[config.mk]
export PLATFORM = sky130hd
export DESIGN_NAME = mul_hilo_unit_flat
export DESIGN_NICKNAME = d
export VERILOG_FILES = /design/src/rtl/mul_hilo_unit_if.sv /design/src/rtl/mul_hilo_unit.sv /design/src/flat_wrapper.sv
export SDC_FILE = /design/constraint.sdc
export NUM_CORES = 1
export LEC_CHECK = 0
export CAP_MARGIN = 20
export CORE_MARGIN = 2
export CORE_UTILIZATION = 30
export DETAILED_ROUTE_END_ITERATION = 10
export GPL_TIMING_DRIVEN = 0
export SLEW_MARGIN = 20
export SYNTH_ARGS = -nofsm -noshare
export SYNTH_HDL_FRONTEND = slang
export SYNTH_SLANG_ARGS = --single-unit
[constraint.sdc]
create_clock -name clk -period 3.6 [get_ports clk]
set_input_delay 0.36 -clock clk [delete_from_list [all_inputs] [get_ports clk]]
set_output_delay 0.36 -clock clk [all_outputs]
set_load 0.02 [all_outputs]
[src/rtl/mul_hilo_unit_if.sv]
// Control/data bundle between the ALU control and the HI/LO multiplier.
interface mul_hilo_unit_if #(
    parameter int unsigned WIDTH = 32
);
    logic [5:0]       Signal;
    logic [WIDTH-1:0] dataA;
    logic [WIDTH-1:0] dataB;
    logic [WIDTH-1:0] dataOut;
    logic             busy;
    logic             done;

    modport master (
        output Signal, dataA, dataB,
        input  dataOut, busy, done
    );

    modport slave (
        input  Signal, dataA, dataB,
        output dataOut, busy, done
    );
endinterface

[src/rtl/mul_hilo_unit.sv]
// Sequential unsigned shift-add multiplier with HI/LO result registers.
// A product is committed to HI/LO only on the open-HiLo strobe.
module mul_hilo_unit #(
    parameter int unsigned WIDTH = 32
) (
    input logic             clk,
    input logic             rst_n,
    mul_hilo_unit_if.slave  bus
);
    localparam int unsigned CntW = (WIDTH > 1) ? $clog2(WIDTH) : 1;

    localparam logic [5:0] OpMult = 6'b011001;
    localparam logic [5:0] OpMfhi = 6'b010000;
    localparam logic [5:0] OpMflo = 6'b010010;
    localparam logic [5:0] OpHilo = 6'b111111;

    localparam logic [1:0] StIdle = 2'd0;
    localparam logic [1:0] StRun  = 2'd1;
    localparam logic [1:0] StDone = 2'd2;

    logic [1:0]         state_q, state_d;
    logic [WIDTH-1:0]   mcand_q, mcand_d;
    logic [2*WIDTH-1:0] prod_q, prod_d;
    logic [CntW-1:0]    cnt_q, cnt_d;
    logic               pending_q, pending_d;
    logic               armed_q, armed_d;
    logic [WIDTH-1:0]   hi_q, hi_d;
    logic [WIDTH-1:0]   lo_q, lo_d;
    logic               done_q, done_d;

    // The extra sum bit is the carry that enters the product MSB on the shift.
    logic [WIDTH:0]     sum;
    logic [2*WIDTH-1:0] prod_step;

    always_comb begin
        sum       = {1'b0, prod_q[2*WIDTH-1:WIDTH]}
                  + (prod_q[0] ? {1'b0, mcand_q} : {(WIDTH+1){1'b0}});
        prod_step = {sum, prod_q[WIDTH-1:1]};
    end

    always_comb begin
        state_d   = state_q;
        mcand_d   = mcand_q;
        prod_d    = prod_q;
        cnt_d     = cnt_q;
        pending_d = pending_q;
        armed_d   = armed_q;
        hi_d      = hi_q;
        lo_d      = lo_q;
        done_d    = 1'b0;

        case (state_q)
            StIdle: begin
                // Re-arm only after Signal leaves MULT, so a held MULT cannot relaunch.
                if (bus.Signal != OpMult) begin
                    armed_d = 1'b1;
                end else if (armed_q) begin
                    mcand_d   = bus.dataA;
                    prod_d    = {{WIDTH{1'b0}}, bus.dataB};
                    cnt_d     = '0;
                    pending_d = 1'b0;
                    armed_d   = 1'b0;
                    state_d   = StRun;
                end
            end
            StRun: begin
                if (bus.Signal == OpMult || bus.Signal == OpHilo) begin
                    if (bus.Signal == OpHilo) begin
                        pending_d = 1'b1;
                    end
                    prod_d = prod_step;
                    cnt_d  = cnt_q + CntW'(1);
                    if (cnt_q == CntW'(WIDTH - 1)) begin
                        state_d = StDone;
                    end
                end else begin
                    state_d = StIdle;
                end
            end
            StDone: begin
                if (pending_q || bus.Signal == OpHilo) begin
                    hi_d    = prod_q[2*WIDTH-1:WIDTH];
                    lo_d    = prod_q[WIDTH-1:0];
                    done_d  = 1'b1;
                    state_d = StIdle;
                end
            end
            default: state_d = StIdle;
        endcase
    end

    always_ff @(posedge clk or negedge rst_n) begin
        if (!rst_n) begin
            state_q   <= StIdle;
            mcand_q   <= '0;
            prod_q    <= '0;
            cnt_q     <= '0;
            pending_q <= 1'b0;
            armed_q   <= 1'b1;
            hi_q      <= '0;
            lo_q      <= '0;
            done_q    <= 1'b0;
        end else begin
            state_q   <= state_d;
            mcand_q   <= mcand_d;
            prod_q    <= prod_d;
            cnt_q     <= cnt_d;
            pending_q <= pending_d;
            armed_q   <= armed_d;
            hi_q      <= hi_d;
            lo_q      <= lo_d;
            done_q    <= done_d;
        end
    end

    always_comb begin
        bus.busy = (state_q == StRun);
        bus.done = done_q;
        if (bus.Signal == OpMfhi) begin
            bus.dataOut = hi_q;
        end else if (bus.Signal == OpMflo) begin
            bus.dataOut = lo_q;
        end else begin
            bus.dataOut = '0;
        end
    end
endmodule

[src/flat_wrapper.sv]
// flat-port wrapper written by rule: the top's interface ports become plain ports
module mul_hilo_unit_flat 
#(
    parameter int unsigned WIDTH = 32
)
  (clk, rst_n, bus_Signal, bus_dataA, bus_dataB, bus_dataOut, bus_busy, bus_done);
  mul_hilo_unit_if #(.WIDTH(WIDTH)) bus_i ();
  input logic clk;
  input logic rst_n;
  input wire logic [$bits(bus_i.Signal)-1:0] bus_Signal;
  input wire logic [$bits(bus_i.dataA)-1:0] bus_dataA;
  input wire logic [$bits(bus_i.dataB)-1:0] bus_dataB;
  output wire logic [$bits(bus_i.dataOut)-1:0] bus_dataOut;
  output wire logic [$bits(bus_i.busy)-1:0] bus_busy;
  output wire logic [$bits(bus_i.done)-1:0] bus_done;
  assign bus_i.Signal = bus_Signal;
  assign bus_i.dataA = bus_dataA;
  assign bus_i.dataB = bus_dataB;
  assign bus_dataOut = bus_i.dataOut;
  assign bus_busy = bus_i.busy;
  assign bus_done = bus_i.done;
  mul_hilo_unit #(.WIDTH(WIDTH)) u_core (.clk(clk), .rst_n(rst_n), .bus(bus_i));
endmodule
After elaboration in Yosys (flattened, before gate mapping)
Cells that the tools add are included.

Bits in registers: 170. Bits of input ports: 72. Word-level logic and storage cells: 60.

Add/subtract/negate cells: 2. Equality and inequality tests: 14. Muxes and demuxes: 25. Bitwise logic cells: 1. Reductions and logical operators: 9.

Operators by type and width (count): 64-bit 2-to-1 mux (3); 64-bit one-hot mux with 2 select lines (1); 32-bit 2-to-1 mux (3); 32-bit by 33-bit adder with 33-bit output (1); 6-bit by 5-bit equality test with 1-bit output (second input constant) (3); 5-bit 2-to-1 mux (3); 2-bit 2-to-1 mux (5); 5-bit one-hot mux with 2 select lines (1); 2-bit by 1-bit inequality test with 1-bit output (second input constant) (4); 4-bit AND reduction (2); 1-bit 2-to-1 mux (7); 6-bit equality test (second input constant) (1); 6-bit by 5-bit inequality test with 1-bit output (second input constant) (1); 2-bit one-hot mux with 3 select lines (1); 5-bit by 1-bit adder with 5-bit output (second input constant) (1); 5-bit equality test (second input constant) (1); 5-bit AND reduction (1); 3-bit inequality test (second input constant) (1); 3-bit AND reduction (1); 2-bit by 1-bit equality test with 1-bit output (second input constant) (1); 2-bit equality test (second input constant) (1); 2-bit zero test (1); 1-bit logical OR (2); 2-bit inequality test (second input constant) (1); other kinds (4) (4).

Depth between registers and ports, before layout
Gate-level depths: netlist of the first run.

Depth in word-level cells: 4. Mapped depth: 11. Depth with buffers taken out: 11.

Worst setup path before layout of the first run
No wires, ideal clock.

Kind: flip-flop to flip-flop. Start: register u_core.prod_q[0]. End: register u_core.prod_q[59]. Setup time: 69 ps. Data arrival time: 2609 ps. Data required time: 3531 ps. Slack: 922 ps. Cell stages (with the launch flop): 11. Buffers on the path: 1. Path through: dfrtp_1 > clkbuf_1 > nand2_1 > fa_1 > nand2b_1 > a21oi_2 > nor3b_1 > o41ai_4 > a41oi_2 > or4_1 > nand3_1.

Word-level cells in the longest chain between the ends: 4.

RTL lines: start: declaration (RTL line mul_hilo_unit.sv:23) `logic [2*WIDTH-1:0] prod_q, prod_d;`; start signal: assignment (RTL line mul_hilo_unit.sv:106) `prod_q <= prod_d;`; 32-bit 2-to-1 mux (RTL line mul_hilo_unit.sv:37) `+ (prod_q[0] ? {1'b0, mcand_q} : {(WIDTH+1){1'b0}});`; 32-bit by 33-bit adder with 33-bit output (RTL line mul_hilo_unit.sv:37); 64-bit 2-to-1 mux (RTL line mul_hilo_unit.sv:67) `if (bus.Signal == OpMult || bus.Signal == OpHilo) begin`; 64-bit one-hot mux with 2 select lines (RTL line mul_hilo_unit.sv:52) `case (state_q)`.

Every way passes these cells. The select of a mux whose other input is x is not followed. A chain may end at the register's enable or synchronous reset.

Worst setup path in the final report of the first run
Ends and elaborated chain as after synthesis.

==> flow_summary.yaml, run 1 <==
status:
  status: "complete, no violations"
logic_synthesis:
  synth_compound_area_frac: 0.120
  yosysTopAreaCell: "dfrtp_1"
  synth_mux_area_frac: 0.115
  synth_cells: 971
  synth_enable_flop_cells: 0
  yosysUniqueCellTypes: 56
  seq_area_frac_synth: 0.466
  synth_xor_area_frac: 0.0250
  synth_top_area_frac: 0.464
  ys_ff_latch: 170
  async_flop_share: 1.00
  synth-simple-area-share: 0.193
  yosysMostFrequentCell: "nand2_1"
  syn_area_per_cell_um2: 9.40
  synth_top_cells_by_count: "220 x nand2_1, 169 x dfrtp_1, 92 x nor2_1"
  syn_area_um2: 9120
  synth_top_family_by_area: "simple AND/OR/NAND/NOR gates"
  yosysWarnings: 0
  synth.area.top_cells: "dfrtp_1 46%, nand2_1 9.1%, mux2_2 7.9%"
  syn_nets: 1078
  synth_fa_ha_area_frac: 0.0488
  yosys_most_used_dff: "dfrtp_1"
worst_hold_path:
  hold_class: "input port to async pin"
global_route:
  antenna_found_initial: 0
  grt_pass1_wl_um: 39500
  grt_use_total: 0.159
  grt_pass1_vias: 7308
  grt_max_degree: 92
  overflow: 0
critical_path:
  r2r_slack_ps: 220
  reg2reg_to: "u_core.prod_q[59]"
  r2r_start: "u_core.prod_q[0]"
  critPathKind: "register to register"
  r2r_cells: 10
  crit_fanout: 10
  crit_path_cell_trace: "clkbuf_2 > nand2_1 > fa_1 > nand2b_1 > a21oi_2 > nor3b_1 > o41ai_4 > a41oi_2 > or4_1 > nand3_1"
  worst_path_max_delay_cell: "dfrtp_1"
  cp.arrival_ps: 3750
  startpoint: "u_core.prod_q[0]"
  cp-start-kind: "register"
  end_kind: "register"
  critPathMaxStageDelay_ps: 550
  critPathRequiredTime_ps: 3960
power_and_ir_drop:
  p_per_area_nw_per_um2: 396
  power_leakage_nw: 5.31
  irDropWorstVdd_v: 0.000302
  p_total_mw: 4.47
clock_network:
  clk_pin_slew_ps: 70
  cts_max_path_buffers: 2
  insertion_delay_ps: 430
  cts.sinks: 170
  cts_tree: "done"
  h-tree-depth: 4
  cts_made_buffers: 17
  postCtsSetupBuffers: 0
  clockRootBuffer: "clkbuf_16"
final_layout:
  layoutNonFillerInstCount: 1500
  post-route-util: 0.379
  final_nets: 1204
  syn2layout_area_growth_pct: 23.8
  n_antenna_cell: 0
  layout-drive-gt1-share: 0.123
  final_area_um2: 11300
placement:
  detailed_place.area_um2: 10700
  io_buffers: 104
  place.gp.congestion: 0.854
  placed_cells: 1467
  hpwl_um: 19000
sta:
  holdWs_ps: 337
  rsz0062_at_grt: "no"
  period_needed_ps: 3380
  maxSlewHeadroom: 0.509
  finalMaxSlewViolations: 0
  tightest_slew_ps: 737
  hold_viol: 0
  finalCritPeriodShare: 0.940
  finalClockSkew_ps: 8.24
  setup_violations: 0
  fmax_mhz: 295
detailed_routing:
  vias: 7214
  top_layer_used: "met4"
  routedWlPerCell_um: 16.3
  route.detailed.drc: 0
  dr_wl_met3_um: 1140
  ant_nets: 0
  m1WireLength_um: 12300
  wl_um: 24500
  first_iter_violations: 456
  viasPerCell: 4.81
  wl_met2_um: 10800
  firstDrtPassIters: 5
floorplan:
  die-area_um2: 31800
  num_io_pins: 106
  die_y_um: 178
  core_um2: 29800
  rows: 63
  initial_core_util: 0.306
  die_w_um: 178
run:
  drv_cap: 0
-- layout by cell type, fill, tap and decap left out, drive strengths merged, types with 6 or more instances in the layout --
| cell | synthesis | layout |
|---|---|---|
| a21o | 8 | 8 |
| a21oi | 39 | 39 |
| a31oi | 36 | 36 |
| and2 | 38 | 38 |
| and3 | 7 | 7 |
| buf | 29 | 32 |
| clkbuf | 29 | 47 |
| clkdlybuf4s50 | 0 | 103 |
| dfrtp | 169 | 169 |
| ha | 34 | 34 |
| inv | 9 | 16 |
| mux2 | 64 | 64 |
| mux2i | 33 | 33 |
| nand2 | 220 | 220 |
| nand2b | 7 | 7 |
| nand3 | 12 | 12 |
| nand4 | 16 | 16 |
| nor2 | 92 | 92 |
| o21ai | 42 | 42 |
| o31ai | 6 | 6 |
| xnor2 | 7 | 7 |
| xor2 | 19 | 19 |
-- area by class of cell --
type	instances	area, um2
plain buffers	58	253
clock buffers	18	439
clock inverters	14	128
fillers	3021	18500
inverters	9	33.8
multi-input cells	734	4590
flip-flops and latches	170	4260
well taps	390	488
repair buffers	107	1110
-- registers in the layout, indices dropped and copies added (netlist names) --
register and flops:
u_core.bus.done 1, u_core.mcand_q 32, u_core.pending_q 1, u_core.state_q 2, u_core.armed_q 1, u_core.hi_q 32, u_core.prod_q 64, u_core.cnt_q 5
u_core.lo_q 32
-- metal layers --
layer,vias to the layer above,GRT usage
met4,0,0.0352
met1,3449,0.230
met5,-,0
li1,3607,-
met3,19,0.0313
met2,139,0.246
-- cell families (layout without fill, tap and decap cells) --
family | Yosys count | in the layout
AND/OR/NAND/NOR | 407 | 407
flip-flops | 170 | 170
AO/OA/AOI/OAI | 169 | 169
multiplexers | 97 | 97
buffers and inverters | 67 | 206
adder cells (fa/ha/maj) | 35 | 35
XOR/XNOR | 26 | 26
-- where the power goes --
group / total, mW / internal, mW / switching (mW)
logic: 0.496 / 0.242 / 0.254
registers: 2.22 / 2.09 / 0.129
clock network: 1.76 / 0.928 / 0.834
total: 4.47 / 3.26 / 1.22
-- worst max-delay path by stage --
stage,end,cells past startpoint
final,u_core.prod_q[59],10
after global routing,u_core.prod_q[59],10
after CTS,u_core.prod_q[59],10
after detailed placement,u_core.prod_q[59],10
after global placement,u_core.mcand_q[27],1
after floorplan,u_core.prod_q[59],10
-- critical path: cells and delay by family (launching register included) --
family / cells / cell delay [ps]
AO/OA/AOI/OAI: 3 / 1020
flip-flops: 1 / 550
buffers and inverters: 1 / 310
AND/OR/NAND/NOR: 5 / 1010
adder cells (fa/ha/maj): 1 / 420
-- through the flow --
stage          setup slack (ps)  TNS (ps)
6_report                    215         0
5_1_grt                    14.3         0
4_1_cts                    32.2         0
3_5_place_dp               71.6         0
3_3_place_gp              -5020   -848600
2_1_floorplan               922         0
-- timing repair --
action                                  CTS  global route
hold endpoints to repair                 15             0
resized for setup                         0             3
endpoints found under the setup margin    0             4
hold buffers                              1             0
No activity file was read; power rests on OpenSTA's default activity.
==> run 2: changes to the inputs <==
==> constraint.sdc (replaced) <==
create_clock -name clk -period 4.1 [get_ports clk]
set_input_delay 0.41 -clock clk [delete_from_list [all_inputs] [get_ports clk]]
set_output_delay 0.41 -clock clk [all_outputs]
set_load 0.1 [all_outputs]
==> run 2 against run 1 <==
Effect of this change: setup slack improved by 330 ps; combinational power fell by 11%; clock-buffer cell count did not move; sequential power fell by 12%; design area barely moved; largest cell class unchanged; worst hold slack improved by 48 ps; highest routed layer unchanged; die area did not move; routed wire length barely moved; final cell count did not move; first-iteration DRC count fell by 3.5%.
==> flow_summary.yaml, run 2 (synthesis results as in run 1) <==
final_layout:
  layout-drive-gt1-share: 0.121
  n_antenna_cell: 0
  regMostFlops: "u_core.prod_q"
  mostFrequentLayoutCell: "nand2_1"
  final_cell_mix: "220 x nand2_1, 169 x dfrtp_1, 102 x clkdlybuf4s50_1"
  final_nets: 1204
  largest_register_ffs: 64
  layoutNonFillerInstCount: 1500
  syn2layout_area_growth_pct: 23.8
  final_area_um2: 11300
global_route:
  grt_pass1_vias: 7308
  grt_pass1_wl_um: 39500
  grt_max_degree: 92
  overflow: 0
  antenna_found_initial: 0
  grt_use_total: 0.159
sta:
  finalClockSkew_ps: 10.0
  fmax_mhz: 281
  rsz0062_at_grt: "no"
  finalCritPeriodShare: 0.868
  finalMaxSlewViolations: 0
  setup_violations: 0
  tightest_slew_ps: 985
  hold_viol: 0
  maxSlewHeadroom: 0.341
  period_needed_ps: 3560
critical_path:
  cp.arrival_ps: 3920
  crit_path_cell_trace: "clkbuf_1 > nand2_1 > fa_1 > nand2b_1 > a21oi_2 > nor3b_1 > o41ai_4 > a41oi_2 > or4_1 > nand3_1"
  cp-start-kind: "register"
  r2r_slack_ps: 540
  r2r_start: "u_core.prod_q[0]"
  startpoint: "u_core.prod_q[0]"
  crit_fanout: 10
  path_depth: 10
  reg2reg_to: "u_core.prod_q[59]"
  worst_path_max_delay_cell: "dfrtp_1"
  critPathBufInv: 1
  critPathMaxStageDelay_ps: 550
  critPathKind: "register to register"
  end_kind: "register"
  critPathRequiredTime_ps: 4460
  worstSetupEndpoint: "u_core.prod_q[59]"
  crit_family: "simple AND/OR/NAND/NOR gates"
  r2r_cells: 10
clock_network:
  clockRootBuffer: "clkbuf_16"
  cts_max_path_buffers: 2
  clk_pin_slew_ps: 70
  insertion_delay_ps: 430
  cts.sinks: 170
  h-tree-depth: 4
  postCtsSetupBuffers: 0
  cts_tree: "done"
  cts_made_buffers: 17
status:
  status: "complete, no violations"
power_and_ir_drop:
  irDropWorstVdd_v: 0.000265
  p_int_mw: 2.86
  p_sw_frac: 0.273
  p_per_area_nw_per_um2: 348
  switchingPower_mw: 1.07
  seq_power_share: 0.495
  power_leakage_nw: 5.32
  pwr-share-comb: 0.112
  clockPowerShare: 0.393
detailed_routing:
  wl_um: 24500
  first_iter_violations: 440
  vias: 7222
  ant_nets: 0
  route.detailed.drc: 0
  routedWlPerCell_um: 16.3
  viasPerCell: 4.81
  firstDrtPassIters: 5
floorplan:
  die_w_um: 178
  core_um2: 29800
  initial_core_util: 0.306
  die_y_um: 178
  num_io_pins: 106
  rows: 63
  die-area_um2: 31800
placement:
  hpwl_um: 19000
  placed_cells: 1467
  detailed_place.area_um2: 10700
  io_buffers: 104
  place.gp.congestion: 0.854
run:
  drv_cap: 0
worst_hold_path:
  hold_class: "input port to async pin"
## run 2: cell count changes in the layout (fill, tap and decap cells not counted)
cell and change:
a311oi_1 +1, clkbuf_2 -1, dlymetal6s2s_1 +1, clkbuf_1 +1
clkdlybuf4s50_1 -1, a311oi_2 -1
## run 2: layer usage
layer | track usage | part of all wire | up-vias
met3 | 0.0313 | 0.044 | 17
met1 | 0.230 | 0.50 | 3460
met4 | 0.0352 | 0.0093 | 0
met2 | 0.246 | 0.44 | 137
met5 | 0 | 0 | -
li1 | - | - | 3608
## run 2: cell type report
type                            instances  area [um2]
Fill cell                            3021       18500
Multi-Input combinational cell        734        4580
Sequential cell                       170        4260
Timing Repair Buffer                  107        1110
Tap cell                              390         488
Clock buffer                           18         439
Buffer                                 58         251
Clock inverter                         14         128
Inverter                                9        33.8
## run 2: worst min path at each step
stage,start,endpoint,cells after the start
after floorplan,rst_n,u_core.bus.done,0
after global placement,u_core.mcand_q[26],u_core.mcand_q[26],2
after detailed placement,rst_n,u_core.prod_q[9],1
after CTS,rst_n,u_core.prod_q[8],2
after global routing,rst_n,u_core.prod_q[8],2
final,rst_n,u_core.prod_q[7],2
## run 2: repair_timing
action,4_1_cts,5_1_grt
endpoints found under the hold margin,15,0
hold buffers,1,0
setup endpoints to repair,0,1
resized for setup,0,1
## run 2: metrics by stage
stage | hold WS (ps) | util | power [mW] | worst slack [ps] | TNS (ps)
5_1_grt | 396 | 0.379 | 4.12 | 295 | 0
3_5_place_dp | 240 | 0.360 | 2.42 | 572 | 0
6_report | 386 | 0.379 | 3.93 | 541 | 0
4_1_cts | 377 | 0.379 | 3.97 | 149 | 0
3_3_place_gp | 453 | 0.358 | 2.40 | -4570 | -772100
2_1_floorplan | 114 | - | 2.20 | 1270 | 0
## run 2: power groups by stage
stage / sequential [mW] / clock (mW) / combinational, mW
2_1_floorplan: 1.94 / 0 / 0.268
3_3_place_gp: 1.97 / 0 / 0.430
3_5_place_dp: 1.97 / 0 / 0.447
4_1_cts: 1.94 / 1.58 / 0.448
5_1_grt: 1.97 / 1.65 / 0.503
6_report: 1.95 / 1.55 / 0.439
## run 2: worst register-to-register path, stage by stage, from the launching register on
cell and delay, ps:
dfrtp_1 550, clkbuf_1 430, nand2_1 180, fa_1 430, nand2b_1 210, a21oi_2 220
nor3b_1 110, o41ai_4 490, a41oi_2 310, or4_1 460, nand3_1 100
==> run 3: changes to the inputs <==
--- a/config.mk
+++ b/config.mk
@@ -9,7 +9,7 @@
 export CORE_MARGIN = 2
 export CORE_UTILIZATION = 30
 export DETAILED_ROUTE_END_ITERATION = 10
-export GPL_TIMING_DRIVEN = 0
+export SKIP_CTS_REPAIR_TIMING = 1
 export SLEW_MARGIN = 20
 export SYNTH_ARGS = -nofsm -noshare
 export SYNTH_HDL_FRONTEND = slang
==> run 3 against run 2 <==
Effect of this change: sequential power about the same; clock power increased by 5%; first-iteration DRC count increased by 20%; final cell count decreased by 3.1%; utilization decreased by 0.70 points; critical path depth increased by 2; non-clock buffer count decreased by 47; clock skew decreased by 0.60 ps; clock-buffer cell count unchanged; critical endpoint unchanged; largest cell class unchanged; largest power group unchanged; highest routed layer unchanged.
==> flow_summary.yaml, run 3 (synthesis results as in run 1) <==
power_and_ir_drop:
  p_per_area_nw_per_um2: 361
  power_leakage_nw: 5.25
  pwr-share-comb: 0.104
  seq_power_share: 0.491
  p_sw_frac: 0.263
  switchingPower_mw: 1.05
  clockPowerShare: 0.406
  p_int_mw: 2.95
  irDropWorstVdd_v: 0.000251
  p_total_mw: 4.00
clock_network:
  insertion_delay_ps: 420
  clk_pin_slew_ps: 70
  cts.sinks: 170
  cts_made_buffers: 17
  clockRootBuffer: "clkbuf_16"
  cts_tree: "done"
  h-tree-depth: 4
  cts_max_path_buffers: 2
floorplan:
  rows: 63
  die_y_um: 178
  die-area_um2: 31800
  core_um2: 29800
  num_io_pins: 106
  die_w_um: 178
  initial_core_util: 0.306
placement:
  io_buffers: 105
  hpwl_um: 17000
  place.gp.congestion: 0.835
detailed_routing:
  ant_nets: 0
  wl_um: 23600
  firstDrtPassIters: 8
  route.detailed.drc: 0
  routedWlPerCell_um: 16.2
  first_iter_violations: 528
  vias: 7100
  viasPerCell: 4.89
sta:
  maxSlewHeadroom: 0.315
  finalClockSkew_ps: 9.42
  finalMaxSlewViolations: 0
  hold_viol: 0
  fin_setup_tns_ps: 0
  finalCritPeriodShare: 0.841
  tightest_slew_ps: 1030
  period_needed_ps: 3450
  fmax_mhz: 290
  setup_violations: 0
  rsz0062_at_grt: "no"
global_route:
  grt_pass1_vias: 7006
  antenna_found_initial: 0
  grt_max_degree: 94
  overflow: 0
  grt_pass1_wl_um: 38100
  grt_use_total: 0.153
critical_path:
  end_kind: "register"
  cp.arrival_ps: 3810
  critPathRequiredTime_ps: 4460
  critPathKind: "register to register"
  crit_fanout: 34
  cp-start-kind: "register"
final_layout:
  n_antenna_cell: 0
  syn2layout_area_growth_pct: 21.5
  largest_register_ffs: 64
  final_cell_mix: "220 x nand2_1, 169 x dfrtp_1, 91 x nor2_1"
  layout-drive-gt1-share: 0.143
  post-route-util: 0.372
  mostFrequentLayoutCell: "nand2_1"
  regMostFlops: "u_core.prod_q"
  final_nets: 1157
status:
  status: "complete, no violations"
run:
  drv_cap: 0
worst_hold_path:
  hold_class: "input port to async pin"
-- run 3: changes by cell type in the layout (fill, tap and decap cells not counted), moves of 2 or more --
| cell | delta |
|---|---|
| buf_4 | +42 |
| buf_12 | +4 |
| clkbuf_1 | -27 |
| buf_16 | -2 |
| buf_2 | -25 |
| clkdlybuf4s50_1 | -32 |
| bufinv_16 | +2 |
| buf_1 | -3 |
-- run 3: stage by stage --
stage | worst slack (ps) | std cells | cell area [um2] | hold WS [ps]
6_report | 650 | 1453 | 11100 | 62.5
5_1_grt | 311 | 1453 | 11100 | 130
4_1_cts | 622 | 1453 | 11100 | 107
3_5_place_dp | 587 | 1421 | 10500 | 458
3_3_place_gp | 718 | 1421 | 10500 | 453
2_1_floorplan | 1270 | 971 | 9120 | 114
-- run 3: power by group through the flow --
stage / Combinational (mW) / Clock, mW / Sequential (mW)
2_1_floorplan: 0.268 / 0 / 1.94
3_3_place_gp: 0.411 / 0 / 1.99
3_5_place_dp: 0.421 / 0 / 2.00
4_1_cts: 0.422 / 1.66 / 1.96
5_1_grt: 0.475 / 1.73 / 1.99
6_report: 0.414 / 1.62 / 1.96
-- run 3: area by class of cell --
cell class / count / area [um2]
Fill cell: 2991 / 18700
Inverter: 9 / 33.8
Sequential cell: 170 / 4260
Tap cell: 390 / 488
Clock buffer: 18 / 429
Timing Repair Buffer: 118 / 1110
Clock inverter: 14 / 161
Multi-Input combinational cell: 734 / 4600
-- run 3: critical path: stages (launching register included) --
cell      delay (ps)
dfrtp_1          870
and2_1           240
ha_1             170
inv_1             50
fa_1             370
nand2b_1         200
a21oi_2          190
nor3b_1          100
o41ai_4          280
buf_4            190
a41oi_2          180
or4_1            440
nand3_1           90
-- run 3: path summary, 6_finish.rpt --
| kind | from | endpoint | slack (ps) | depth (start not counted) |
|---|---|---|---|---|
| min in group clk | u_core.mcand_q[10] | u_core.mcand_q[10] | 470 | 2 |
| min reg2reg | u_core.mcand_q[10] | u_core.mcand_q[10] | 470 | 2 |
| max | u_core.prod_q[0] | u_core.prod_q[59] | 650 | 12 |
| max in group asynchronous | rst_n | u_core.armed_q | 3100 | 2 |
| max reg2reg | u_core.prod_q[0] | u_core.prod_q[59] | 650 | 12 |
| min | rst_n | u_core.prod_q[6] | 60 | 1 |
-- run 3: routing by layer --
layer  share of wire  vias up  GRT usage
met1            0.51     3416      0.230
met2            0.44      162      0.230
li1                -     3506          -
met4          0.0086        0     0.0335
met3           0.040       16     0.0228
met5               0        -          0
